**src/rtl/pwm2pcm_capture_if.sv**
```systemverilog
// Sample output channel of pwm2pcm_capture.
// Handshake: the producer (master) drives valid_o together with pcm_o and
// timeout_o; these stay stable while valid_o=1 and ready_i=0. A sample is
// consumed on a rising clk_i edge where valid_o=1 and ready_i=1.
// overrun_o is a sticky status flag, not part of the handshake.
interface pwm2pcm_capture_if;
  logic [7:0] pcm_o;
  logic       valid_o;
  logic       ready_i;
  logic       timeout_o;
  logic       overrun_o;

  modport master (output pcm_o, valid_o, timeout_o, overrun_o, input ready_i);
  modport slave  (input pcm_o, valid_o, timeout_o, overrun_o, output ready_i);
endinterface

```
**src/rtl/pwm2pcm_capture.sv**
```systemverilog
// pwm2pcm_capture: measures the high time of each period of an asynchronous
// PWM line and presents min(high_cycles, 255) as an 8-bit sample through a
// one-entry valid/ready buffer. A line that stays static for TIMEOUT_CYCLES
// produces saturated samples (0 when low, 255 when high) flagged by timeout_o.
// Optional build macro PWM2PCM_GLITCH_FILTER_EN: a 3-sample majority filter
// sits between the synchronizer and edge detection (adds two cycles).
module pwm2pcm_capture #(
  parameter int unsigned TIMEOUT_CYCLES = 512
) (
  input  logic              clk_i,
  input  logic              rst_i,
  input  logic              enable_i,
  input  logic              pwm_i,
  pwm2pcm_capture_if.master smp,
  output logic [1:0]        dbg_state_o
);
  typedef enum logic [1:0] {
    ST_IDLE      = 2'd0,
    ST_WAIT_EDGE = 2'd1,
    ST_HIGH      = 2'd2,
    ST_LOW       = 2'd3
  } state_e;

  localparam logic [15:0] TIMEOUT_LAST = 16'(TIMEOUT_CYCLES - 1);

  logic sync1_q, sync2_q;
  logic line, line_d_q;
  logic rise_q, fall_q;

  // Two-flop synchronizer for the asynchronous PWM input.
  always_ff @(posedge clk_i) begin
    if (rst_i) begin
      sync1_q <= 1'b0;
      sync2_q <= 1'b0;
    end else begin
      sync1_q <= pwm_i;
      sync2_q <= sync1_q;
    end
  end

`ifdef PWM2PCM_GLITCH_FILTER_EN
  // Edges become trustworthy once every stage up to line_d_q holds a real sample.
  localparam int PRIME_LEN = 6;
  logic [1:0] hist_q;
  logic       filt_q;

  // Majority of the three most recent synchronized samples.
  always_ff @(posedge clk_i) begin
    if (rst_i) begin
      hist_q <= 2'b00;
      filt_q <= 1'b0;
    end else begin
      hist_q <= {hist_q[0], sync2_q};
      filt_q <= (sync2_q & hist_q[0]) | (sync2_q & hist_q[1]) | (hist_q[0] & hist_q[1]);
    end
  end
  assign line = filt_q;
`else
  localparam int PRIME_LEN = 3;
  assign line = sync2_q;
`endif

  // After reset the pipeline holds zeros rather than real samples; a line that
  // is already high must not look like a rising edge, so edges are gated until
  // the pipeline has filled.
  logic [PRIME_LEN-1:0] prime_q;
  always_ff @(posedge clk_i) begin
    if (rst_i) prime_q <= '0;
    else       prime_q <= {prime_q[PRIME_LEN-2:0], 1'b1};
  end

  // Registered edge detection against the one-cycle-delayed line.
  always_ff @(posedge clk_i) begin
    if (rst_i) begin
      line_d_q <= 1'b0;
      rise_q   <= 1'b0;
      fall_q   <= 1'b0;
    end else begin
      line_d_q <= line;
      rise_q   <= line & ~line_d_q & prime_q[PRIME_LEN-1];
      fall_q   <= ~line & line_d_q & prime_q[PRIME_LEN-1];
    end
  end

  state_e      state_q, state_d;
  logic [8:0]  high_q, high_d;
  logic [15:0] period_q, period_d;
  logic        emit_d, emit_q;
  logic [7:0]  emit_pcm_d, emit_pcm_q;
  logic        emit_to_d, emit_to_q;
  logic [8:0]  high_inc;

  assign high_inc    = (high_q == 9'd511) ? 9'd511 : high_q + 9'd1;
  assign dbg_state_o = state_q;

  // Measurement FSM: state, counters and the sample to emit this cycle.
  always_comb begin
    state_d    = state_q;
    high_d     = high_q;
    period_d   = period_q;
    emit_d     = 1'b0;
    emit_pcm_d = 8'd0;
    emit_to_d  = 1'b0;
    case (state_q)
      ST_IDLE: begin
        high_d   = 9'd0;
        period_d = 16'd0;
        state_d  = ST_WAIT_EDGE;
      end
      ST_WAIT_EDGE: begin
        high_d   = 9'd0;
        period_d = 16'd0;
        if (rise_q) state_d = ST_HIGH;
      end
      ST_HIGH: begin
        if (fall_q) begin
          state_d  = ST_LOW;
          high_d   = high_inc;
          period_d = period_q + 16'd1;
        end else if (period_q >= TIMEOUT_LAST) begin
          emit_d     = 1'b1;
          emit_pcm_d = 8'hFF;
          emit_to_d  = 1'b1;
          high_d     = 9'd0;
          period_d   = 16'd0;
        end else begin
          high_d   = high_inc;
          period_d = period_q + 16'd1;
        end
      end
      ST_LOW: begin
        if (rise_q) begin
          emit_d     = 1'b1;
          emit_pcm_d = (high_q > 9'd255) ? 8'hFF : high_q[7:0];
          high_d     = 9'd0;
          period_d   = 16'd0;
          state_d    = ST_HIGH;
        end else if (period_q >= TIMEOUT_LAST) begin
          emit_d     = 1'b1;
          emit_pcm_d = 8'h00;
          emit_to_d  = 1'b1;
          high_d     = 9'd0;
          period_d   = 16'd0;
        end else begin
          period_d = period_q + 16'd1;
        end
      end
      default: state_d = ST_IDLE;
    endcase
    if (!enable_i) begin
      state_d  = ST_IDLE;
      high_d   = 9'd0;
      period_d = 16'd0;
      emit_d   = 1'b0;
    end
  end

  // FSM state, counters and the one-cycle emit stage.
  always_ff @(posedge clk_i) begin
    if (rst_i) begin
      state_q    <= ST_IDLE;
      high_q     <= 9'd0;
      period_q   <= 16'd0;
      emit_q     <= 1'b0;
      emit_pcm_q <= 8'd0;
      emit_to_q  <= 1'b0;
    end else begin
      state_q    <= state_d;
      high_q     <= high_d;
      period_q   <= period_d;
      emit_q     <= emit_d;
      emit_pcm_q <= emit_pcm_d;
      emit_to_q  <= emit_to_d;
    end
  end

  logic [7:0] pcm_q;
  logic       valid_q, timeout_q, overrun_q;

  // One-entry output buffer: a new sample always wins, overwriting an
  // unconsumed one sets the sticky overrun flag.
  always_ff @(posedge clk_i) begin
    if (rst_i) begin
      pcm_q     <= 8'd0;
      valid_q   <= 1'b0;
      timeout_q <= 1'b0;
      overrun_q <= 1'b0;
    end else if (!enable_i) begin
      valid_q   <= 1'b0;
      timeout_q <= 1'b0;
      overrun_q <= 1'b0;
    end else if (emit_q) begin
      pcm_q     <= emit_pcm_q;
      timeout_q <= emit_to_q;
      valid_q   <= 1'b1;
      if (valid_q && !smp.ready_i) overrun_q <= 1'b1;
    end else if (valid_q && smp.ready_i) begin
      valid_q <= 1'b0;
    end
  end

  assign smp.pcm_o     = pcm_q;
  assign smp.valid_o   = valid_q;
  assign smp.timeout_o = timeout_q;
  assign smp.overrun_o = overrun_q;
endmodule

```
**src/flat_wrapper.sv**
```systemverilog
// flat-port wrapper written by rule: the top's interface ports become plain ports
module pwm2pcm_capture_flat 
#(
  parameter int unsigned TIMEOUT_CYCLES = 512
)
  (clk_i, rst_i, enable_i, pwm_i, dbg_state_o, smp_pcm_o, smp_valid_o, smp_timeout_o, smp_overrun_o, smp_ready_i);
  pwm2pcm_capture_if smp_i ();
  input  logic clk_i;
  input  logic rst_i;
  input  logic enable_i;
  input  logic pwm_i;
  output logic [1:0] dbg_state_o;
  output wire logic [$bits(smp_i.pcm_o)-1:0] smp_pcm_o;
  output wire logic [$bits(smp_i.valid_o)-1:0] smp_valid_o;
  output wire logic [$bits(smp_i.timeout_o)-1:0] smp_timeout_o;
  output wire logic [$bits(smp_i.overrun_o)-1:0] smp_overrun_o;
  input wire logic [$bits(smp_i.ready_i)-1:0] smp_ready_i;
  assign smp_pcm_o = smp_i.pcm_o;
  assign smp_valid_o = smp_i.valid_o;
  assign smp_timeout_o = smp_i.timeout_o;
  assign smp_overrun_o = smp_i.overrun_o;
  assign smp_i.ready_i = smp_ready_i;
  pwm2pcm_capture #(.TIMEOUT_CYCLES(TIMEOUT_CYCLES)) u_core (.clk_i(clk_i), .rst_i(rst_i), .enable_i(enable_i), .pwm_i(pwm_i), .smp(smp_i), .dbg_state_o(dbg_state_o));
endmodule
```
**config.mk**
```make
export PLATFORM = sky130hd
export DESIGN_NAME = pwm2pcm_capture_flat
export DESIGN_NICKNAME = d
export VERILOG_FILES = /design/src/rtl/pwm2pcm_capture_if.sv /design/src/rtl/pwm2pcm_capture.sv /design/src/flat_wrapper.sv
export SDC_FILE = /design/constraint.sdc
export NUM_CORES = 1
export LEC_CHECK = 0
export ABC_AREA = 1
export CAP_MARGIN = 20
export CORE_AREA = 5 5 71 73
export DETAILED_ROUTE_END_ITERATION = 10
export DIE_AREA = 0 0 76 78
export GPL_TIMING_DRIVEN = 0
export PLACE_DENSITY = 0.76
export SLEW_MARGIN = 20
export SYNTH_ARGS = -nofsm -noshare
export SYNTH_HDL_FRONTEND = slang
export SYNTH_SLANG_ARGS = --single-unit
```
**constraint.sdc**
```tcl
create_clock -name clk_i -period 1.83 [get_ports clk_i]
set_input_delay 0.2745 -clock clk_i [delete_from_list [all_inputs] [get_ports clk_i]]
set_output_delay 0.2745 -clock clk_i [all_outputs]
set_load 0.02 [all_outputs]
```
==> results.yml <==
outcome:
  status: "complete, no violations"
clock_tree:
  htree_levels: 2
  insertion_delay_ns: 0.31
  max-clock-path-buffers: 2
  cts_sinks: 56
  clk_pin_slew_ns: 0.09
  root_buffer: "clkbuf_8"
  cts_buffers: 5
  cts_tree: "built"
global_routing:
  overflow: 0
  antenna_found_initial: 0
  grt_pass1_wl_um: 7690
  grt_max_degree: 20
  grt_use_total: 0.154
  grt_pass1_vias: 1778
worst_hold_path:
  whs_path_depth: 2
  worstHoldStart: "u_core.sync1_q"
  hp-class: "reg2reg"
placement:
  post-place-ws_ns: 0.110
  hpwl_um: 3180
  io_buffers: 17
  placed_cells: 389
  place.gp.congestion: 0.892
floorplan:
  start_util: 0.553
  rows: 24
  die-area_mm2: 0.00593
  die_x_um: 76
  ios: 18
  core_area_mm2: 0.00429
  die_h_um: 78
setup_path:
  critical_path_class: "reg2reg"
  startpoint: "u_core.period_q[0]"
  arrival_ns: 1.85
  critPathMaxFanout: 10
  critPathLaunchType: "flop"
  r2r_cells: 11
  r2r_start: "u_core.period_q[0]"
  endpoint_kind: "flop"
  crit_required_ns: 2.04
synthesis:
  ys_seq_elements: 56
  synth_top_cell_by_area: "dfxtp_1"
  netlist.area_leader.share: 0.472
  syn_avg_cell_area_um2: 7.42
  synth.top_cells.by_count: "nand2_1, dfxtp_1, nor2_1"
  ys_async_sr_fraction: 0
  netlist_instances: 320
  synth.most_common_cell: "nand2_1"
  synth_ff_type: "dfxtp_1"
  synthesis.area_mm2: 0.00237
  synth_nets: 327
  ys.warnings.count: 0
  ys_types: 22
  synth_edf_count: 0
  synth-seq-area-share: 0.472
  synthTopCellsByArea: "dfxtp_1, nand2_1, nor2_1"
detailed_routing:
  dr.first_iter.drc_count: 134
  wl_um: 4320
  dr.pass1.iters: 4
  postRouteAntennaNets: 0
  remaining_drc_errors: 0
  num_vias: 1935
  vias_per_cell: 4.86
  post_drt_wl_per_cell_um: 10.9
sta:
  fin_tns_setup_ns: 0
  period_needed_ns: 1.65
  drv_slew: 0
  hold_viol_final: 0
  skew_ns: 0.0104
  max_freq_ghz: 0.607
  fin_ws_ns: 0.184
  rsz0062_at_grt: "false"
  setup_viol: 0
  worstMarginPinSlew_ns: 0.490
  fin_crit_sh: 0.900
  slew-limit-headroom: 0.673
cells_and_area:
  fin_util: 0.633
  final_cells: 398
  layout-drive-gt1-share: 0.0925
  antenna_cells: 0
  syn2layout_area_growth_pct: 14.4
  final_net_count: 352
power_and_ir_drop:
  irDropWorstVdd_v: 0.000359
  powerDensity_mw_per_mm2: 721
  p_leak_nw: 1.00
job:
  drv_cap: 0
per-stage QoR:
stage | hold slack (ns) | area [µm²] | total power, mW
6_report | 0.412 | 2720 | 1.96
5_1_grt | 0.433 | 2720 | 2.05
4_1_cts | 0.416 | 2700 | 1.99
3_5_place_dp | 0.401 | 2610 | 1.30
3_3_place_gp | 0.397 | 2610 | 1.30
2_1_floorplan | 0.344 | 2370 | 1.28
final cells by class:
class / instances / area, µm²
clock inverters: 3 / 25.0
fillers: 407 / 1580
plain buffers: 4 / 31.3
clock buffers: 5 / 68.8
flip-flops and latches: 56 / 1120
multi-input cells: 223 / 1090
well taps: 52 / 65.1
inverters: 37 / 139
repair buffers: 18 / 178
cells by family after synthesis:
logic type	share of synthesized area
buffers and inverters	0.0696
AO/OA/AOI/OAI	0.0833
AND/OR/NAND/NOR	0.320
adder cells (fa/ha/maj)	0.0105
flip-flops	0.472
XOR/XNOR	0.0443
routing by layer:
layer | vias to the layer above | share of wire | GRT usage | wire, µm
met4 | 0 | 0.018 | 0.0480 | 77
met5 | - | 0 | 0 | 0
met3 | 9 | 0.042 | 0.0370 | 181
met1 | 847 | 0.45 | 0.184 | 1930
met2 | 29 | 0.49 | 0.271 | 2130
li1 | 1050 | - | - | -
worst paths after layout:
check                       end  slack (ns)
min                 u_core.line        0.41
max          u_core.period_q[7]        0.18
min reg2reg         u_core.line        0.41
max reg2reg  u_core.period_q[7]        0.18
placed cells by master (no fill, tap or decap):
cell             netlist  layout
a211oi_1               1       1
a21oi_1               21      21
buf_12                 0       1
buf_4                  0       1
clkbuf_1               3       3
clkbuf_8               0       5
clkdlybuf4s50_1        0      17
clkinvlp_4             0       1
dfxtp_1               56      55
dfxtp_2                0       1
ha_1                   2       2
inv_1                 37      37
inv_6                  0       2
nand2_1               65      65
nand2_2                2       2
nand2_4                3       3
nand3_1               29      29
nand3_2                1       1
nand4_1                1       1
nor2_1                53      53
nor2_2                14      14
nor2_4                 1       1
nor3_1                 2       2
o21a_1                 1       1
o21ai_0               14      14
o21bai_1               1       1
xnor2_1                4       4
xor2_1                 8       8
registers in the layout (all words and copies together) (netlist names):
register	cells
u_core.period_q	16
u_core.high_q	9
u_core.emit_pcm_q	8
u_core.smp.pcm_o	8
u_core.prime_q	3
u_core.dbg_state_o	2
u_core.emit_q	1
u_core.emit_to_q	1
u_core.fall_q	1
u_core.line	1
u_core.line_d_q	1
u_core.rise_q	1
u_core.smp.overrun_o	1
u_core.smp.timeout_o	1
u_core.smp.valid_o	1
u_core.sync1_q	1
worst max-delay path, stage by stage (launching register included):
cell	delay, ns
dfxtp_2	0.37
ha_1	0.18
nand2_1	0.09
nor2_4	0.14
nand3_2	0.10
nand2_4	0.11
nand2_4	0.10
nand2_2	0.07
nand2_2	0.06
nand2_4	0.12
buf_12	0.15
nor2_2	0.04
report_power, final:
group | internal [mW] | switching (mW) | total [mW] | leakage [nW]
sequential | 1.22 | 0.00342 | 1.23 | 0.453
clock | 0.280 | 0.410 | 0.690 | 0.0452
combinational | 0.0160 | 0.0241 | 0.0401 | 0.502
total | 1.52 | 0.438 | 1.96 | 1.00
what timing repair did:
item | in CTS | in global routing
gates resized for setup | 0 | 2
setup buffers | 0 | 1
endpoints found under the setup margin | 0 | 10
hold buffers | 0 | 0
hold endpoints to repair | 0 | 0
Power figures use the tool's default switching activity.
